--- src/rtl/multicycle_control_fsm_if.sv ---
// Control bundle between the multicycle control FSM and the CPU datapath.
// master = control unit side, slave = datapath side.
interface multicycle_control_fsm_if;
   logic [5:0] opcode;
   logic       zero;
   logic       sign;
   logic [2:0] state;
   logic       PCWre;
   logic [1:0] PCSrc;
   logic       IRWre;
   logic       RegWre;
   logic [1:0] RegDst;
   logic       WrRegDSrc;
   logic       ALUSrcA;
   logic       ALUSrcB;
   logic [2:0] ALUOp;
   logic       ExtSel;
   logic       mRD;
   logic       mWR;
   logic       DBDataSrc;
   logic       halted;

   modport master (
      input  opcode, zero, sign,
      output state, PCWre, PCSrc, IRWre, RegWre, RegDst, WrRegDSrc,
             ALUSrcA, ALUSrcB, ALUOp, ExtSel, mRD, mWR, DBDataSrc, halted
   );

   modport slave (
      output opcode, zero, sign,
      input  state, PCWre, PCSrc, IRWre, RegWre, RegDst, WrRegDSrc,
             ALUSrcA, ALUSrcB, ALUOp, ExtSel, mRD, mWR, DBDataSrc, halted
   );
endinterface

--- src/rtl/multicycle_control_fsm.sv ---
// Multicycle CPU control unit: IF/ID/EXE/MEM/WB sequencing plus datapath selects.
// Define CTRL_JAL_EN to enable jal (link to $31 and jump); otherwise 111010 is an illegal nop.
module multicycle_control_fsm (
   input  logic                           CLK,
   input  logic                           Reset,
   multicycle_control_fsm_if.master       bus
);
   typedef enum logic [2:0] {
      sIF     = 3'b000,
      sID     = 3'b001,
      sEXE_LS = 3'b010,
      sMEM    = 3'b011,
      sWB_LD  = 3'b100,
      sEXE_BR = 3'b101,
      sEXE_AL = 3'b110,
      sWB_AL  = 3'b111
   } state_t;

   localparam logic [5:0] OP_ADD   = 6'b000000;
   localparam logic [5:0] OP_SUB   = 6'b000001;
   localparam logic [5:0] OP_ADDI  = 6'b000010;
   localparam logic [5:0] OP_OR    = 6'b010000;
   localparam logic [5:0] OP_AND   = 6'b010001;
   localparam logic [5:0] OP_ORI   = 6'b010010;
   localparam logic [5:0] OP_SLL   = 6'b011000;
   localparam logic [5:0] OP_SLT   = 6'b100110;
   localparam logic [5:0] OP_SLTIU = 6'b100111;
   localparam logic [5:0] OP_SW    = 6'b110000;
   localparam logic [5:0] OP_LW    = 6'b110001;
   localparam logic [5:0] OP_BEQ   = 6'b110100;
   localparam logic [5:0] OP_BLTZ  = 6'b110110;
   localparam logic [5:0] OP_J     = 6'b111000;
   localparam logic [5:0] OP_JR    = 6'b111001;
   localparam logic [5:0] OP_JAL   = 6'b111010;
   localparam logic [5:0] OP_HALT  = 6'b111111;

   state_t state_q, state_d;

   logic is_alu, is_rtype, is_imm, is_sw, is_lw, is_beq, is_bltz;
   logic is_j, is_jr, is_jal, is_halt;
   logic [2:0] alu_op;

   // Instruction class decode; anything not listed is an illegal 2-cycle nop.
   always_comb begin
      is_alu   = 1'b0;
      is_rtype = 1'b0;
      is_imm   = 1'b0;
      is_sw    = 1'b0;
      is_lw    = 1'b0;
      is_beq   = 1'b0;
      is_bltz  = 1'b0;
      is_j     = 1'b0;
      is_jr    = 1'b0;
      is_jal   = 1'b0;
      is_halt  = 1'b0;
      alu_op   = 3'b000;
      case (bus.opcode)
         OP_ADD:   begin is_alu = 1'b1; is_rtype = 1'b1; alu_op = 3'b000; end
         OP_SUB:   begin is_alu = 1'b1; is_rtype = 1'b1; alu_op = 3'b001; end
         OP_ADDI:  begin is_alu = 1'b1; is_imm   = 1'b1; alu_op = 3'b000; end
         OP_OR:    begin is_alu = 1'b1; is_rtype = 1'b1; alu_op = 3'b011; end
         OP_AND:   begin is_alu = 1'b1; is_rtype = 1'b1; alu_op = 3'b100; end
         OP_ORI:   begin is_alu = 1'b1; is_imm   = 1'b1; alu_op = 3'b011; end
         OP_SLL:   begin is_alu = 1'b1; is_rtype = 1'b1; alu_op = 3'b010; end
         OP_SLT:   begin is_alu = 1'b1; is_rtype = 1'b1; alu_op = 3'b110; end
         OP_SLTIU: begin is_alu = 1'b1; is_imm   = 1'b1; alu_op = 3'b101; end
         OP_SW:    is_sw = 1'b1;
         OP_LW:    is_lw = 1'b1;
         OP_BEQ:   begin is_beq = 1'b1; alu_op = 3'b001; end
         OP_BLTZ:  is_bltz = 1'b1;
         OP_J:     is_j = 1'b1;
         OP_JR:    is_jr = 1'b1;
`ifdef CTRL_JAL_EN
         OP_JAL:   is_jal = 1'b1;
`else
         OP_JAL:   is_jal = 1'b0;
`endif
         OP_HALT:  is_halt = 1'b1;
         default:  ;
      endcase
   end

   always_ff @(posedge CLK) begin
      if (Reset) state_q <= sIF;
      else       state_q <= state_d;
   end

   always_comb begin
      state_d = state_q;
      case (state_q)
         sIF:     state_d = sID;
         sID: begin
            if (is_halt)              state_d = sID;
            else if (is_alu)          state_d = sEXE_AL;
            else if (is_sw || is_lw)  state_d = sEXE_LS;
            else if (is_beq || is_bltz) state_d = sEXE_BR;
            else                      state_d = sIF;
         end
         sEXE_AL: state_d = sWB_AL;
         sWB_AL:  state_d = sIF;
         sEXE_LS: state_d = sMEM;
         sMEM:    state_d = is_lw ? sWB_LD : sIF;
         sWB_LD:  state_d = sIF;
         sEXE_BR: state_d = sIF;
         default: state_d = sIF;
      endcase
   end

   logic pc_wre;

   always_comb begin
      bus.state     = state_q;
      bus.IRWre     = 1'b0;
      bus.RegWre    = 1'b0;
      bus.mWR       = 1'b0;
      bus.mRD       = 1'b0;
      bus.PCSrc     = 2'b00;
      bus.halted    = 1'b0;
      bus.RegDst    = is_jal ? 2'b00 : (is_rtype ? 2'b10 : 2'b01);
      bus.WrRegDSrc = ~is_jal;
      bus.ALUSrcA   = (bus.opcode == OP_SLL);
      bus.ALUSrcB   = is_imm | is_sw | is_lw;
      bus.ALUOp     = alu_op;
      bus.ExtSel    = ~((bus.opcode == OP_ORI) | (bus.opcode == OP_SLTIU));
      bus.DBDataSrc = is_lw;

      // Final cycle of each instruction loads the PC; sMEM only ends non-lw.
      pc_wre = 1'b0;
      case (state_q)
         sID:     pc_wre = ~(is_alu | is_sw | is_lw | is_beq | is_bltz | is_halt);
         sEXE_BR: pc_wre = 1'b1;
         sMEM:    pc_wre = ~is_lw;
         sWB_AL:  pc_wre = 1'b1;
         sWB_LD:  pc_wre = 1'b1;
         default: pc_wre = 1'b0;
      endcase

      if (!Reset) begin
         bus.IRWre  = (state_q == sIF);
         bus.RegWre = (state_q == sWB_AL) || (state_q == sWB_LD) ||
                      ((state_q == sID) && is_jal);
         bus.mWR    = (state_q == sMEM) && is_sw;
         bus.mRD    = ((state_q == sMEM) || (state_q == sWB_LD)) && is_lw;
         bus.halted = (state_q == sID) && is_halt;
         if (pc_wre) begin
            if (is_j || is_jal)                 bus.PCSrc = 2'b11;
            else if (is_jr)                     bus.PCSrc = 2'b10;
            else if (is_beq && bus.zero)        bus.PCSrc = 2'b01;
            else if (is_bltz && bus.sign)       bus.PCSrc = 2'b01;
            else                                bus.PCSrc = 2'b00;
         end
      end
      bus.PCWre = pc_wre & ~Reset;
   end
endmodule

--- src/flat_wrapper.sv ---
// flat-port wrapper written by rule: the top's interface ports become plain ports
module multicycle_control_fsm_flat 
  (CLK, Reset, bus_opcode, bus_zero, bus_sign, bus_state, bus_PCWre, bus_PCSrc, bus_IRWre, bus_RegWre, bus_RegDst, bus_WrRegDSrc, bus_ALUSrcA, bus_ALUSrcB, bus_ALUOp, bus_ExtSel, bus_mRD, bus_mWR, bus_DBDataSrc, bus_halted);
  multicycle_control_fsm_if bus_i ();
  input  logic CLK;
  input  logic Reset;
  input wire logic [$bits(bus_i.opcode)-1:0] bus_opcode;
  input wire logic [$bits(bus_i.zero)-1:0] bus_zero;
  input wire logic [$bits(bus_i.sign)-1:0] bus_sign;
  output wire logic [$bits(bus_i.state)-1:0] bus_state;
  output wire logic [$bits(bus_i.PCWre)-1:0] bus_PCWre;
  output wire logic [$bits(bus_i.PCSrc)-1:0] bus_PCSrc;
  output wire logic [$bits(bus_i.IRWre)-1:0] bus_IRWre;
  output wire logic [$bits(bus_i.RegWre)-1:0] bus_RegWre;
  output wire logic [$bits(bus_i.RegDst)-1:0] bus_RegDst;
  output wire logic [$bits(bus_i.WrRegDSrc)-1:0] bus_WrRegDSrc;
  output wire logic [$bits(bus_i.ALUSrcA)-1:0] bus_ALUSrcA;
  output wire logic [$bits(bus_i.ALUSrcB)-1:0] bus_ALUSrcB;
  output wire logic [$bits(bus_i.ALUOp)-1:0] bus_ALUOp;
  output wire logic [$bits(bus_i.ExtSel)-1:0] bus_ExtSel;
  output wire logic [$bits(bus_i.mRD)-1:0] bus_mRD;
  output wire logic [$bits(bus_i.mWR)-1:0] bus_mWR;
  output wire logic [$bits(bus_i.DBDataSrc)-1:0] bus_DBDataSrc;
  output wire logic [$bits(bus_i.halted)-1:0] bus_halted;
  assign bus_i.opcode = bus_opcode;
  assign bus_i.zero = bus_zero;
  assign bus_i.sign = bus_sign;
  assign bus_state = bus_i.state;
  assign bus_PCWre = bus_i.PCWre;
  assign bus_PCSrc = bus_i.PCSrc;
  assign bus_IRWre = bus_i.IRWre;
  assign bus_RegWre = bus_i.RegWre;
  assign bus_RegDst = bus_i.RegDst;
  assign bus_WrRegDSrc = bus_i.WrRegDSrc;
  assign bus_ALUSrcA = bus_i.ALUSrcA;
  assign bus_ALUSrcB = bus_i.ALUSrcB;
  assign bus_ALUOp = bus_i.ALUOp;
  assign bus_ExtSel = bus_i.ExtSel;
  assign bus_mRD = bus_i.mRD;
  assign bus_mWR = bus_i.mWR;
  assign bus_DBDataSrc = bus_i.DBDataSrc;
  assign bus_halted = bus_i.halted;
  multicycle_control_fsm u_core (.CLK(CLK), .Reset(Reset), .bus(bus_i));
endmodule
--- config.mk ---
export PLATFORM = sky130hd
export DESIGN_NAME = multicycle_control_fsm_flat
export DESIGN_NICKNAME = d
export VERILOG_FILES = /design/src/rtl/multicycle_control_fsm_if.sv /design/src/rtl/multicycle_control_fsm.sv /design/src/flat_wrapper.sv
export SDC_FILE = /design/constraint.sdc
export NUM_CORES = 1
export LEC_CHECK = 0
export CORE_MARGIN = 5
export CORE_UTILIZATION = 39
export DETAILED_ROUTE_END_ITERATION = 16
export GPL_ROUTABILITY_DRIVEN = 0
export PLACE_DENSITY = 0.78
export SLEW_MARGIN = 20
export SYNTH_ARGS = -nofsm -noshare
export SYNTH_HDL_FRONTEND = slang
export SYNTH_SLANG_ARGS = --single-unit
--- constraint.sdc ---
create_clock -name CLK -period 3.3 [get_ports CLK]
set_clock_uncertainty 0.1 [all_clocks]
set_input_delay 0.66 -clock CLK [delete_from_list [all_inputs] [get_ports CLK]]
set_output_delay 0.66 -clock CLK [all_outputs]
set_load 0.005 [all_outputs]
==> impl_metrics.ini <==
[critical_path]
crit_slowest_cell = or4b_4
cp_num_cells = 7
worstPathMaxFanout = 3
cp_num_buf_inv = 3
reg2reg_slack_ns = 2.14
cp.arrival_ns = 2.47
slowest_delay_ns = 0.60
worstPathCellList = dlygate4sd2_1 -> buf_6 -> or3b_4 -> a31oi_4 -> or4b_4 -> a2111oi_4 -> buf_2
end_kind = output port
cp.required_ns = 2.54
criticalPathCategory = input pin to output port
critical-path-top-delay-family = simple AND/OR/NAND/NOR gates
critPathLaunchType = input pin
r2r-start = u_core.bus.state[0]
timing.rr.end = u_core.bus.state[1]
ff2ff_path_depth = 3

[clock_tree]
cts_buffers = 3
cts.path.max_buffers = 2
cts.htree.levels = 1
hold_buffers = 0
cts_tree = done
root_buffer = clkbuf_4
clk_pin_slew_ns = 0.04
clock-sinks = 3
clk_latency_ns = 0.23

[pwr]
finalPower_mw = 0.218
p_leak_nw = 0.492
power.density_mw_per_mm2 = 188
ir_drop_mv = 0.209

[logic_synthesis]
ys_warn_count = 0
synth_seq_cells = 3
synthFlopType = dfxtp_1
synthArstFlopShare = 0
avgSynthCellArea_um2 = 6.32
synth_cell_types = 40
ys_seq_area_frac = 0.0970
synthesis.area_um2 = 619
synth-edff-count = 0
synth_cells = 98
synth_nets = 108

[detailed_routing]
dr.pass1.iters = 4
routed_via_density = 5.69
drc = 0
avgRoutedWirePerCell_um = 14.4
drt-total-wl_um = 2330
drtIter0Drc = 13
num_vias = 921
drt.antenna.violating_nets = 0

[global_routing]
grt_max_degree = 14
grt_usage = 0.180
grt_pass1_wl_um = 3590
overflow = 0
antenna_found_initial = 0
grt_pass1_vias = 796

[floorplan]
start_util = 0.411
die_x_um = 49.9
die_area_mm2 = 0.00249
coreArea_mm2 = 0.00151
die_h_um = 49.9
num_rows = 14
io_pins = 31

[sta]
timing.fmax_mhz = 310
final-max-slew-violation-count = 0
rsz0062_at_grt = no
fin_ws_ns = 0.0719
period_needed_ns = 3.23
hold_ws_ns = 0.561
period_share = 0.978
hold_viol_final = 0
setup_viol = 0

[cells_and_area]
largest_reg_flops = 3
diodes = 0
regArea_um2 = 60.1
fillers = 116
drive_above_1_share = 0.281
multi_input_area_um2 = 539
final_cells = 162
area_growth_pct = 87.3
final_nets = 157

[outcome]
status = completed

[placement]
port_buffers = 29
dpl.hpwl_um = 1720
dp_slack_ns = -0.553
dp_cells = 155

[hold_path]
holdCritStartpoint = u_core.bus.state[0]
hold_class = flop to flop
whs_endpoint = u_core.bus.state[0]
holdPathStages = 2

[job]
cap_violations = 0
## layout make-up
cell class / count / area share
clock buffer: 4 / 0.0227
inverter: 6 / 0.0194
sequential: 3 / 0.0518
tap: 16 / 0.0173
multi-input combinational: 77 / 0.465
timing repair buffer: 56 / 0.424
## cells in the final DEF (no fill, tap or decap), types with 4 or more instances in the layout
| master | n |
|---|---|
| and3_1 | 4 |
| clkdlybuf4s50_1 | 19 |
| inv_1 | 6 |
| nor2_1 | 9 |
| buf_4 | 24 |
| dlygate4sd2_1 | 6 |
| a21oi_1 | 5 |
| nand2_1 | 11 |
| nand3_1 | 4 |
## worst reg2reg max path, delay by kind of cell (launching register included)
| kind | cells | cell delay [ns] |
|---|---|---|
| simple gates | 1 | 0.25 |
| compound gates | 2 | 0.30 |
| flops | 1 | 0.44 |
## worst max-delay path by stage
| stage | startpoint | to | slack, ns |
|---|---|---|---|
| floorplan | bus_opcode[3] | bus_PCSrc[0] | 0.39 |
| global placement | bus_opcode[4] | bus_PCSrc[1] | -0.51 |
| detailed placement | bus_opcode[4] | bus_PCSrc[1] | -0.55 |
| CTS | bus_opcode[2] | bus_PCSrc[1] | 0.001 |
| global route | bus_opcode[4] | bus_PCSrc[1] | 0.004 |
| finish | bus_opcode[4] | bus_PCSrc[1] | 0.07 |
## synthesized netlist by cell type, drive strengths merged (2+ instances only)
cell type  instances  share of area
a2111oi            2          0.048
a21oi              5          0.040
a22o               2          0.028
a31oi              2          0.020
and3               4          0.040
and4b              2          0.032
buf                4          0.038
clkbuf             8          0.048
dfxtp              3          0.097
inv                6          0.036
nand2             11          0.067
nand3              4          0.032
nor2               9          0.055
nor2b              3          0.030
nor3               4          0.032
nor4               3          0.030
o2111ai            2          0.028
o21ai              3          0.024
or2                2          0.020
## layer usage
| layer | track usage | wire (um) | vias to the layer above |
|---|---|---|---|
| met4 | 0.0655 | 19 | 0 |
| li1 | - | - | 458 |
| met5 | 0 | 0 | - |
| met1 | 0.217 | 1020 | 427 |
| met2 | 0.318 | 1180 | 34 |
| met3 | 0.0271 | 109 | 2 |
## cell families after synthesis
logic type	synth area share
simple gates	0.449
compound gates	0.309
buf+inv	0.123
flops	0.0970
mux	0.0162
other cells	0.00605
## metrics by stage
step	setup TNS [ns]	util	cell area, um2
finish	0	0.770	1160
global route	0	0.770	1160
CTS	0	0.751	1130
detailed placement	-1.78	0.701	1060
global placement	-1.56	0.701	1060
floorplan	0	-	619
## power by group
part | internal [mW] | switching (mW) | total, mW
Combinational | 0.0592 | 0.0512 | 0.110
Clock | 0.0453 | 0.0191 | 0.0644
Sequential | 0.0386 | 0.00430 | 0.0429
## timing repair
item | in CTS | in global routing
setup endpoints to repair | 9 | 10
setup buffers | 3 | 0
gates cloned | 0 | 0
gates resized for setup | 20 | 7
pin swaps | 6 | 5
(Power assumes the default switching activity.)
